`src/rtl/mem_arbiter_pkg.sv`:
```
// Shared definitions for the fetch / load-store memory arbiter:
// FSM state codes, funct3 access-mode constants and a store-mode check.
package mem_arbiter_pkg;

    typedef logic [2:0] funct3_t;

    // Arbiter FSM state encoding
    localparam logic [1:0] ST_IDLE    = 2'd0;
    localparam logic [1:0] ST_BUSY_IF = 2'd1;
    localparam logic [1:0] ST_BUSY_LS = 2'd2;

    // RISC-V funct3 access modes the arbiter cares about
    localparam funct3_t F3_LW = 3'b010;
    localparam funct3_t F3_SB = 3'b000;
    localparam funct3_t F3_SH = 3'b001;
    localparam funct3_t F3_SW = 3'b010;

    // Stores are only forwarded to memory for byte/half/word widths
    function automatic logic store_mode_legal(input funct3_t mode);
        return (mode == F3_SB) || (mode == F3_SH) || (mode == F3_SW);
    endfunction

endpackage

```
`src/rtl/mem_arbiter_starve_counter.sv`:
```
// Counts consecutive arbitration losses of the fetch port; once the count
// reaches LIMIT the arbiter lets fetch win the next contested grant.
module arb_starve_counter #(
    parameter int LIMIT = 4
) (
    input  logic clk_i,
    input  logic rst_i,
    input  logic if_lose_i,   // fetch was requesting and load/store got the grant
    input  logic if_win_i,    // fetch got the grant
    output logic at_limit_o
);
    localparam int CNT_W = (LIMIT < 1) ? 1 : $clog2(LIMIT + 1);
    localparam logic [CNT_W-1:0] LIMIT_C = CNT_W'(LIMIT);

    logic [CNT_W-1:0] cnt_q;
    logic [CNT_W-1:0] cnt_d;

    // Clear on a fetch win, saturating increment on a fetch loss
    always_comb begin
        cnt_d = cnt_q;
        if (if_win_i) begin
            cnt_d = '0;
        end else if (if_lose_i && (cnt_q != LIMIT_C)) begin
            cnt_d = cnt_q + 1'b1;
        end
    end

    // Counter register
    always_ff @(posedge clk_i) begin
        if (rst_i) begin
            cnt_q <= '0;
        end else begin
            cnt_q <= cnt_d;
        end
    end

    assign at_limit_o = (cnt_q == LIMIT_C);

endmodule

```
`src/rtl/mem_arbiter.sv`:
```
// Two-port memory arbiter: an instruction-fetch port and a load/store port
// share one memory. One transaction is in flight at a time; load/store has
// priority unless fetch has lost STARVE_LIMIT contested grants in a row.
module mem_arbiter
    import mem_arbiter_pkg::*;
#(
    parameter int ADDR_W       = 32,
    parameter int DATA_W       = 32,
    parameter int STARVE_LIMIT = 4
) (
    input  logic              clk_i,
    input  logic              rst_i,
    input  logic              if_req_i,
    input  logic [ADDR_W-1:0] if_addr_i,
    output logic              if_gnt_o,
    output logic              if_rvalid_o,
    output logic [DATA_W-1:0] if_rdata_o,
    input  logic              ls_req_i,
    input  logic              ls_we_i,
    input  logic [ADDR_W-1:0] ls_addr_i,
    input  logic [DATA_W-1:0] ls_wdata_i,
    input  funct3_t           ls_mode_i,
    output logic              ls_gnt_o,
    output logic              ls_rvalid_o,
    output logic [DATA_W-1:0] ls_rdata_o,
    output logic              ls_err_o,
    output logic              mem_re_o,
    output logic              mem_we_o,
    output logic [ADDR_W-1:0] mem_addr_o,
    output logic [DATA_W-1:0] mem_wdata_o,
    output funct3_t           mem_mode_o,
    input  logic              mem_ack_i,
    input  logic [DATA_W-1:0] mem_rdata_i
);
    logic [1:0]        state_q,     state_d;
    logic [ADDR_W-1:0] addr_q,      addr_d;
    logic [DATA_W-1:0] wdata_q,     wdata_d;
    logic              we_q,        we_d;
    funct3_t           mode_q,      mode_d;
    logic              if_rvalid_q, if_rvalid_d;
    logic [DATA_W-1:0] if_rdata_q,  if_rdata_d;
    logic              ls_rvalid_q, ls_rvalid_d;
    logic [DATA_W-1:0] ls_rdata_q,  ls_rdata_d;
    logic              ls_err_q,    ls_err_d;

    logic starve_full;
    logic grant_if;
    logic grant_ls;

    // Arbitration only happens in IDLE; grants are suppressed in a reset cycle
    always_comb begin
        grant_ls = (state_q == ST_IDLE) && !rst_i && ls_req_i && !(if_req_i && starve_full);
        grant_if = (state_q == ST_IDLE) && !rst_i && if_req_i && !grant_ls;
    end

    arb_starve_counter #(
        .LIMIT (STARVE_LIMIT)
    ) u_starve (
        .clk_i      (clk_i),
        .rst_i      (rst_i),
        .if_lose_i  (grant_ls && if_req_i),
        .if_win_i   (grant_if),
        .at_limit_o (starve_full)
    );

    // Next-state, payload latching and response generation
    always_comb begin
        state_d     = state_q;
        addr_d      = addr_q;
        wdata_d     = wdata_q;
        we_d        = we_q;
        mode_d      = mode_q;
        if_rvalid_d = 1'b0;
        if_rdata_d  = if_rdata_q;
        ls_rvalid_d = 1'b0;
        ls_rdata_d  = ls_rdata_q;
        ls_err_d    = 1'b0;
        case (state_q)
            ST_IDLE: begin
                if (grant_if) begin
                    state_d = ST_BUSY_IF;
                    addr_d  = if_addr_i;
                    wdata_d = '0;
                    we_d    = 1'b0;
                    mode_d  = F3_LW;
                end else if (grant_ls) begin
                    if (ls_we_i && !store_mode_legal(ls_mode_i)) begin
                        // Bad store width: answer with an error, never touch memory
                        ls_rvalid_d = 1'b1;
                        ls_rdata_d  = '0;
                        ls_err_d    = 1'b1;
                    end else begin
                        state_d = ST_BUSY_LS;
                        addr_d  = ls_addr_i;
                        wdata_d = ls_wdata_i;
                        we_d    = ls_we_i;
                        mode_d  = ls_mode_i;
                    end
                end
            end
            ST_BUSY_IF: begin
                if (mem_ack_i) begin
                    state_d     = ST_IDLE;
                    if_rvalid_d = 1'b1;
                    if_rdata_d  = mem_rdata_i;
                end
            end
            ST_BUSY_LS: begin
                if (mem_ack_i) begin
                    state_d     = ST_IDLE;
                    ls_rvalid_d = 1'b1;
                    ls_rdata_d  = we_q ? '0 : mem_rdata_i;
                end
            end
            default: begin
                state_d = ST_IDLE;
            end
        endcase
    end

    // State and output registers; reset abandons any transaction in flight
    always_ff @(posedge clk_i) begin
        if (rst_i) begin
            state_q     <= ST_IDLE;
            addr_q      <= '0;
            wdata_q     <= '0;
            we_q        <= 1'b0;
            mode_q      <= '0;
            if_rvalid_q <= 1'b0;
            if_rdata_q  <= '0;
            ls_rvalid_q <= 1'b0;
            ls_rdata_q  <= '0;
            ls_err_q    <= 1'b0;
        end else begin
            state_q     <= state_d;
            addr_q      <= addr_d;
            wdata_q     <= wdata_d;
            we_q        <= we_d;
            mode_q      <= mode_d;
            if_rvalid_q <= if_rvalid_d;
            if_rdata_q  <= if_rdata_d;
            ls_rvalid_q <= ls_rvalid_d;
            ls_rdata_q  <= ls_rdata_d;
            ls_err_q    <= ls_err_d;
        end
    end

    assign if_gnt_o    = grant_if;
    assign ls_gnt_o    = grant_ls;
    assign if_rvalid_o = if_rvalid_q;
    assign if_rdata_o  = if_rdata_q;
    assign ls_rvalid_o = ls_rvalid_q;
    assign ls_rdata_o  = ls_rdata_q;
    assign ls_err_o    = ls_err_q;

    // Memory strobes only while a transaction owns the bus
    assign mem_re_o    = (state_q == ST_BUSY_IF) || ((state_q == ST_BUSY_LS) && !we_q);
    assign mem_we_o    = (state_q == ST_BUSY_LS) && we_q;
    assign mem_addr_o  = addr_q;
    assign mem_wdata_o = wdata_q;
    assign mem_mode_o  = mode_q;

endmodule

```
`config.mk`:
```
export PLATFORM = sky130hd
export DESIGN_NAME = mem_arbiter
export DESIGN_NICKNAME = d
export VERILOG_FILES = /design/src/rtl/mem_arbiter_pkg.sv /design/src/rtl/mem_arbiter_starve_counter.sv /design/src/rtl/mem_arbiter.sv
export SDC_FILE = /design/constraint.sdc
export NUM_CORES = 1
export LEC_CHECK = 0
export CORE_ASPECT_RATIO = 0.7
export CORE_MARGIN = 2
export CORE_UTILIZATION = 25
export DETAILED_ROUTE_END_ITERATION = 6
export PLACE_DENSITY = 0.62
export SLEW_MARGIN = 0
export SYNTH_ARGS = -nofsm -noshare
export SYNTH_HDL_FRONTEND = slang
export SYNTH_SLANG_ARGS = --single-unit
```
`constraint.sdc`:
```
create_clock -name clk_i -period 1.7 [get_ports clk_i]
set_input_delay 0.255 -clock clk_i [delete_from_list [all_inputs] [get_ports clk_i]]
set_output_delay 0.255 -clock clk_i [all_outputs]
set_load 0.01 [all_outputs]
```
# --- Yosys cells after proc, flatten, opt, wreduce, memory -nomap -nowiden ---
# Cells that the tools add are included.
totals:
  out_inout_bits: 138
  wordCells: 87
  input_bits: 137
  ff_bits: 140
op_classes:
  muxes: 28
  addsub: 1
  eq_ne: 14
  n_bitwise: 2
  n_reduce_logical: 31
ops:
  columns: ["cell", "n"]
  rows:
  - ["$mux 32", 11]
  - ["$pmux 32 s2", 1]
  - ["$logic_and 1x1->1", 11]
  - ["$mux 3", 3]
  - ["$ne 3x3->1 const B", 3]
  - ["$mux 2", 4]
  - ["$ne 2x2->1 const B", 4]
  - ["$reduce_or 2->1", 4]
  - ["$mux 1", 7]
  - ["$reduce_and 3->1", 2]
  - ["$logic_not 1->1", 5]
  - ["$reduce_and 5->1", 1]
  - ["$ne 2x1->1 const B", 2]
  - ["$pmux 2 s2", 1]
  - ["$reduce_bool 2->1", 2]
  - ["$add 3x1->3 const B", 1]
  - ["$eq 3x1->1 const B", 1]
  - ["$eq 3x2->1 const B", 1]
  - ["$eq 3x3->1 const B", 1]
  - ["$logic_not 3->1", 1]
  - ["$logic_or 1x1->1", 3]
  - ["$eq 2x1->1 const B", 1]
  - ["$eq 2x2->1 const B", 1]
  - ["$logic_not 2->1", 1]
  - ["other kinds (3)", 4]

# --- Longest topological paths before layout ---
depth:
  word_depth: 9
  depth_mapped: 9
  ltp_nobuf: 6

# --- Modules after synthesis ---
# Synthesis repeated with hierarchy kept, for this count alone.
unflattened:
  hier_cells: 681
  hier_area_um2: 5637.9
modules_own_cells:
  columns: ["module", "n_inst", "seq_area_each_um2", "cells_each", "area_each_um2"]
  rows:
  - ["mem_arbiter", 1, 2742.6, 663, 5450.2]
  - ["arb_starve_counter", 1, 60.1, 18, 187.7]

# --- Worst setup path before layout ---
# Ideal clock, no wire load.
synth_path:
  kind: "flip-flop to flip-flop"
  start: "register state_q[0]"
  end: "register addr_q[22], in the netlist mem_addr_o[22]"
  stages_incl_launch_ff: 9
  arrival_ns: 1.733
  period_less_slack_ns: 1.813
  setup_slack_ns: -0.113
  setup_ns: 0.080
  n_path_buf: 2
  required_time_ns: 1.620
  path_cell_list: "dfxtp_1 -> inv_1 -> ha_1 -> and3b_1 -> nand4_2 -> buf_2 -> buf_1 -> a21oi_1 -> a211oi_2"
synth_via:
  elab_chain_len: 8
  elab_cells_between_ends: 11
  cone_classes: "1 x eq/ne; 1 x mux; 9 x reduce/logical"
synth_rtl:
  columns: ["item", "line_no", "text"]
  rows:
  - ["start, declared", "mem_arbiter.sv:35", "logic [1:0] state_q, state_d;"]
  - ["start signal, assigned", "mem_arbiter.sv:135", "state_q <= state_d;"]
  - ["$logic_not 2->1 (*)", "mem_arbiter.sv:52, mem_arbiter.sv:53, mem_arbiter.sv:78", null]
  - ["$logic_and 1x1->1", "mem_arbiter.sv:52, mem_arbiter.sv:53", null]
  - ["$logic_and 1x1->1 (2 in a row)", "mem_arbiter.sv:52", "grant_ls = (state_q == ST_IDLE) && !rst_i && ls_req_i && !(if_req_i && starve_full);"]
  - ["$logic_not 1->1", "mem_arbiter.sv:53", "grant_if = (state_q == ST_IDLE) && !rst_i && if_req_i && !grant_ls;"]
  - ["$logic_and 1x1->1", "mem_arbiter.sv:53", null]
  - ["$ne 2x2->1 (no line) or $reduce_bool 2->1 (tied branches)", null, null]
  - ["$reduce_and 3->1 (no line)", null, null]
  - ["end signal, assigned", "mem_arbiter.sv:136", "addr_q <= addr_d;"]
  - ["end, declared", "mem_arbiter.sv:36", "logic [ADDR_W-1:0] addr_q, addr_d;"]
# Every way passes the cells marked *; elsewhere a longest branch is shown, timed or not.
# A chain may end at the register's enable or synchronous reset.

# --- Worst setup path after layout ---
layout_path:
  start: "register state_q[0]"
  end: "output port ls_gnt_o"
layout_via:
  elab_chain_len: 4
layout_rtl:
  columns: ["item", "line_no", "text"]
  rows:
  - ["$logic_not 2->1", "mem_arbiter.sv:52", null]
  - ["$logic_and 1x1->1 (3 in a row)", "mem_arbiter.sv:52", null]
  - ["end, declared", "mem_arbiter.sv:23", "output logic ls_gnt_o,"]
# Every way passes these cells.

==> impl_metrics.json <==
{
  "status": "finished with violations",
  "violations": "setup timing",
  "avgViaCountPerCell": 4.45,
  "cts_sinks": 140,
  "avgSynthCellArea_um2": 9.00,
  "root_buffer": "clkbuf_16",
  "antenna_found_initial": 0,
  "maxCapViolCount": 0,
  "synth_seq_cells": 140,
  "wl_met1_mm": 9.75,
  "grt_usage_pct": 15.8,
  "synth_top_area_cell": "dfxtp_1",
  "sw_frac_of_total_pct": 26.8,
  "grt_pass1_wl_mm": 29.1,
  "grt_pass1_vias": 5271,
  "path_clk_slew_ns": 0.06,
  "area_delta_synth_final_pct": 78.9,
  "worst_pin_slew_ns": 0.438,
  "dr.max_layer_used": "met4",
  "period_share_pct": 100,
  "fmax_mhz": 587,
  "synth_nets": 780,
  "overflow": 0,
  "setup_ws_ns": -0.00461,
  "drc": 0,
  "hpwl_mm": 13.9,
  "initial_core_util_pct": 25.4,
  "worstSetupStartpointType": "register",
  "finalNonFillerCells": 1253,
  "syn_inst": 638,
  "power.density_mw_per_mm2": 970,
  "crit_chain": "inv_2 -> ha_4 -> and3b_2 -> and2_4 -> buf_6",
  "drtAntennaViolNets": 0,
  "finish.net_count": 1071,
  "slew_violations": 0,
  "cts_buffer_depth": 2,
  "pwr-share-seq_pct": 36.3,
  "intPower_w": 0.00730,
  "drtIter0Drc": 204,
  "rows": 46,
  "rsz0062_at_grt": "yes",
  "slowest_stage": "dfxtp_2",
  "numCtsBuffers": 17,
  "hold_viol": 0,
  "clock_latency_ns": 0.42,
  "dp_cells": 1208,
  "synth_cell_type_count": 38,
  "p_clk_share_pct": 39.6,
  "n_antenna_cell": 0,
  "slew_headroom_pct": 70.8,
  "cp_top_family": "simple AND/OR/NAND/NOR gates",
  "setup_violations": 1,
  "p_comb_share_pct": 24.1,
  "cp.required_ns": 1.44,
  "grt_start_max_net_pins": 44,
  "h-tree-depth": 4,
  "hp-class": "input port to register",
  "ioPinCount": 275,
  "wl_mm": 21.3,
  "ys_top_cells_by_count": "nand2_1, dfxtp_1, mux2i_1",
  "synth_area_mm2": 0.00574,
  "critPathBufInv": 2,
  "worst-setup-path-type": "register to output port",
  "core_mm2": 0.0226,
  "drive_gt1_share_pct": 15.9,
  "cp_max_fo": 4,
  "fin_skew_ns": 0.00710,
  "synth_top_cell_area_share_pct": 48.8,
  "peakVddDrop_uv": 616,
  "met2_length_mm": 9.07,
  "synth-edff-count": 0,
  "dieHeight_um": 131,
  "critPathMaxStageDelay_ns": 0.33,
  "cp_data_arrival_time_ns": 1.45,
  "synthMostInstantiatedCell": "nand2_1",
  "port_buffers": 274,
  "first_pass_iters": 4,
  "cts_tree": "built",
  "p_total_w": 0.00997,
  "min_period_ns": 1.70,
  "fp.dieW_um": 185,
  "ys_warn_count": 0,
  "seq_area_frac_synth_pct": 48.8,
  "synthFlopType": "dfxtp_1",
  "crit_path_end_kind": "output port",
  "yosys-top-cells-area": "dfxtp_1, mux2i_1, nand2_1",
  "async_reset_ff_share_pct": 0,
  "met3_length_mm": 2.26,
  "wl_per_cell_um": 17.0,
  "vias": 5571,
  "gp_congestion": 0.743,
  "dieArea_mm2": 0.0242,
  "switchingPower_w": 0.00267,
  "p_leak_nw": 3.65
}
-- repair_timing --
action | in CTS | in global routing
hold buffers | 0 | 0
gates resized for setup | 31 | 64
pin swaps | 6 | 10
setup buffers | 3 | 1
cloned | 0 | 10
setup endpoints to repair | 89 | 102
-- power groups by stage --
stage	logic [W]	clock network (W)	registers [W]
5_1_grt	0.00257	0.00419	0.00364
4_1_cts	0.00207	0.00407	0.00362
6_report	0.00240	0.00395	0.00362
2_1_floorplan	0.000846	0	0.00377
3_3_place_gp	0.00203	0	0.00368
3_5_place_dp	0.00204	0	0.00368
-- per-layer routing --
layer | vias up | GRT usage, %
met5 | - | 0
met2 | 200 | 23.9
li1 | 2748 | -
met4 | 0 | 4.81
met3 | 17 | 7.95
met1 | 2606 | 19.6
-- path summary, 6_finish.rpt --
path / slack (ns) / cells past startpoint / from / endpoint
min: 0.37 / 3 / rst_i / mem_addr_o[1]
max: -0.005 / 5 / state_q[0] / ls_gnt_o
max reg2reg: 0.01 / 8 / state_q[1] / ls_rdata_o[4]
min reg2reg: 0.45 / 2 / mem_mode_o[0] / mem_mode_o[0]
-- worst min-delay path, delay by kind of cell --
kind / cells / cell delay (ns)
AOI/OAI and AO/OA: 1 / 0.05
buffers and inverters: 2 / 0.43
-- registers in the layout, summed over array words and instances, names as in the netlist --
| name | cells |
|---|---|
| if_rdata_o | 32 |
| we_q | 1 |
| if_rvalid_o | 1 |
| ls_err_o | 1 |
| ls_rvalid_o | 1 |
| mem_mode_o | 3 |
| state_q | 2 |
| ls_rdata_o | 32 |
| mem_wdata_o | 32 |
| mem_addr_o | 32 |
| u_starve.cnt_q | 3 |
-- final cells by class --
class,instances,area [µm²]
sequential,140,2810
inverter,7,26.3
fill,2181,12300
clock inverter,10,138
clock buffer,21,480
timing repair buffer,323,3400
multi-input combinational,440,3040
tap,312,390
-- kinds of logic (layout without fill, tap and decap cells) --
logic type | Yosys count | in the layout | share of synthesized area, %
compound gates | 111 | 111 | 12.4
xor+xnor | 2 | 2 | 0.305
fa+ha+maj | 5 | 5 | 1.09
buf+inv | 59 | 361 | 4.70
flops | 140 | 140 | 48.8
mux | 98 | 98 | 17.1
simple gates | 223 | 224 | 15.7
-- per-stage QoR --
stage                     setup TNS [ns]  hold slack (ns)  setup WS, ns  util (%)  area [µm²]
after floorplan                        0            0.391       0.00712         -        5760
after global placement            -21.36            0.440        -0.244      39.9        9030
after detailed placement          -26.46            0.444        -0.319      39.9        9030
after CTS                         -0.120            0.309       -0.0526      42.9        9710
after global routing               -3.25            0.373       -0.0694      45.4       10300
final                           -0.00461            0.368      -0.00461      45.4       10300
-- placed cells by master, fill, tap and decap left out, types with 3 or more instances in the layout --
master           instances
clkdlybuf4s50_1        269
nand2_1                196
dfxtp_1                138
mux2i_1                 78
a21oi_1                 66
buf_4                   26
clkbuf_16               24
a211oi_2                21
mux2i_4                 14
a211oi_1                12
buf_12                  10
mux2i_2                  6
buf_6                    6
inv_1                    4
nor3_1                   4
nand4_1                  4
clkbuf_8                 4
inv_2                    3
clkinv_2                 3
bufinv_16                3
No activity file was read; power rests on OpenSTA's default activity.
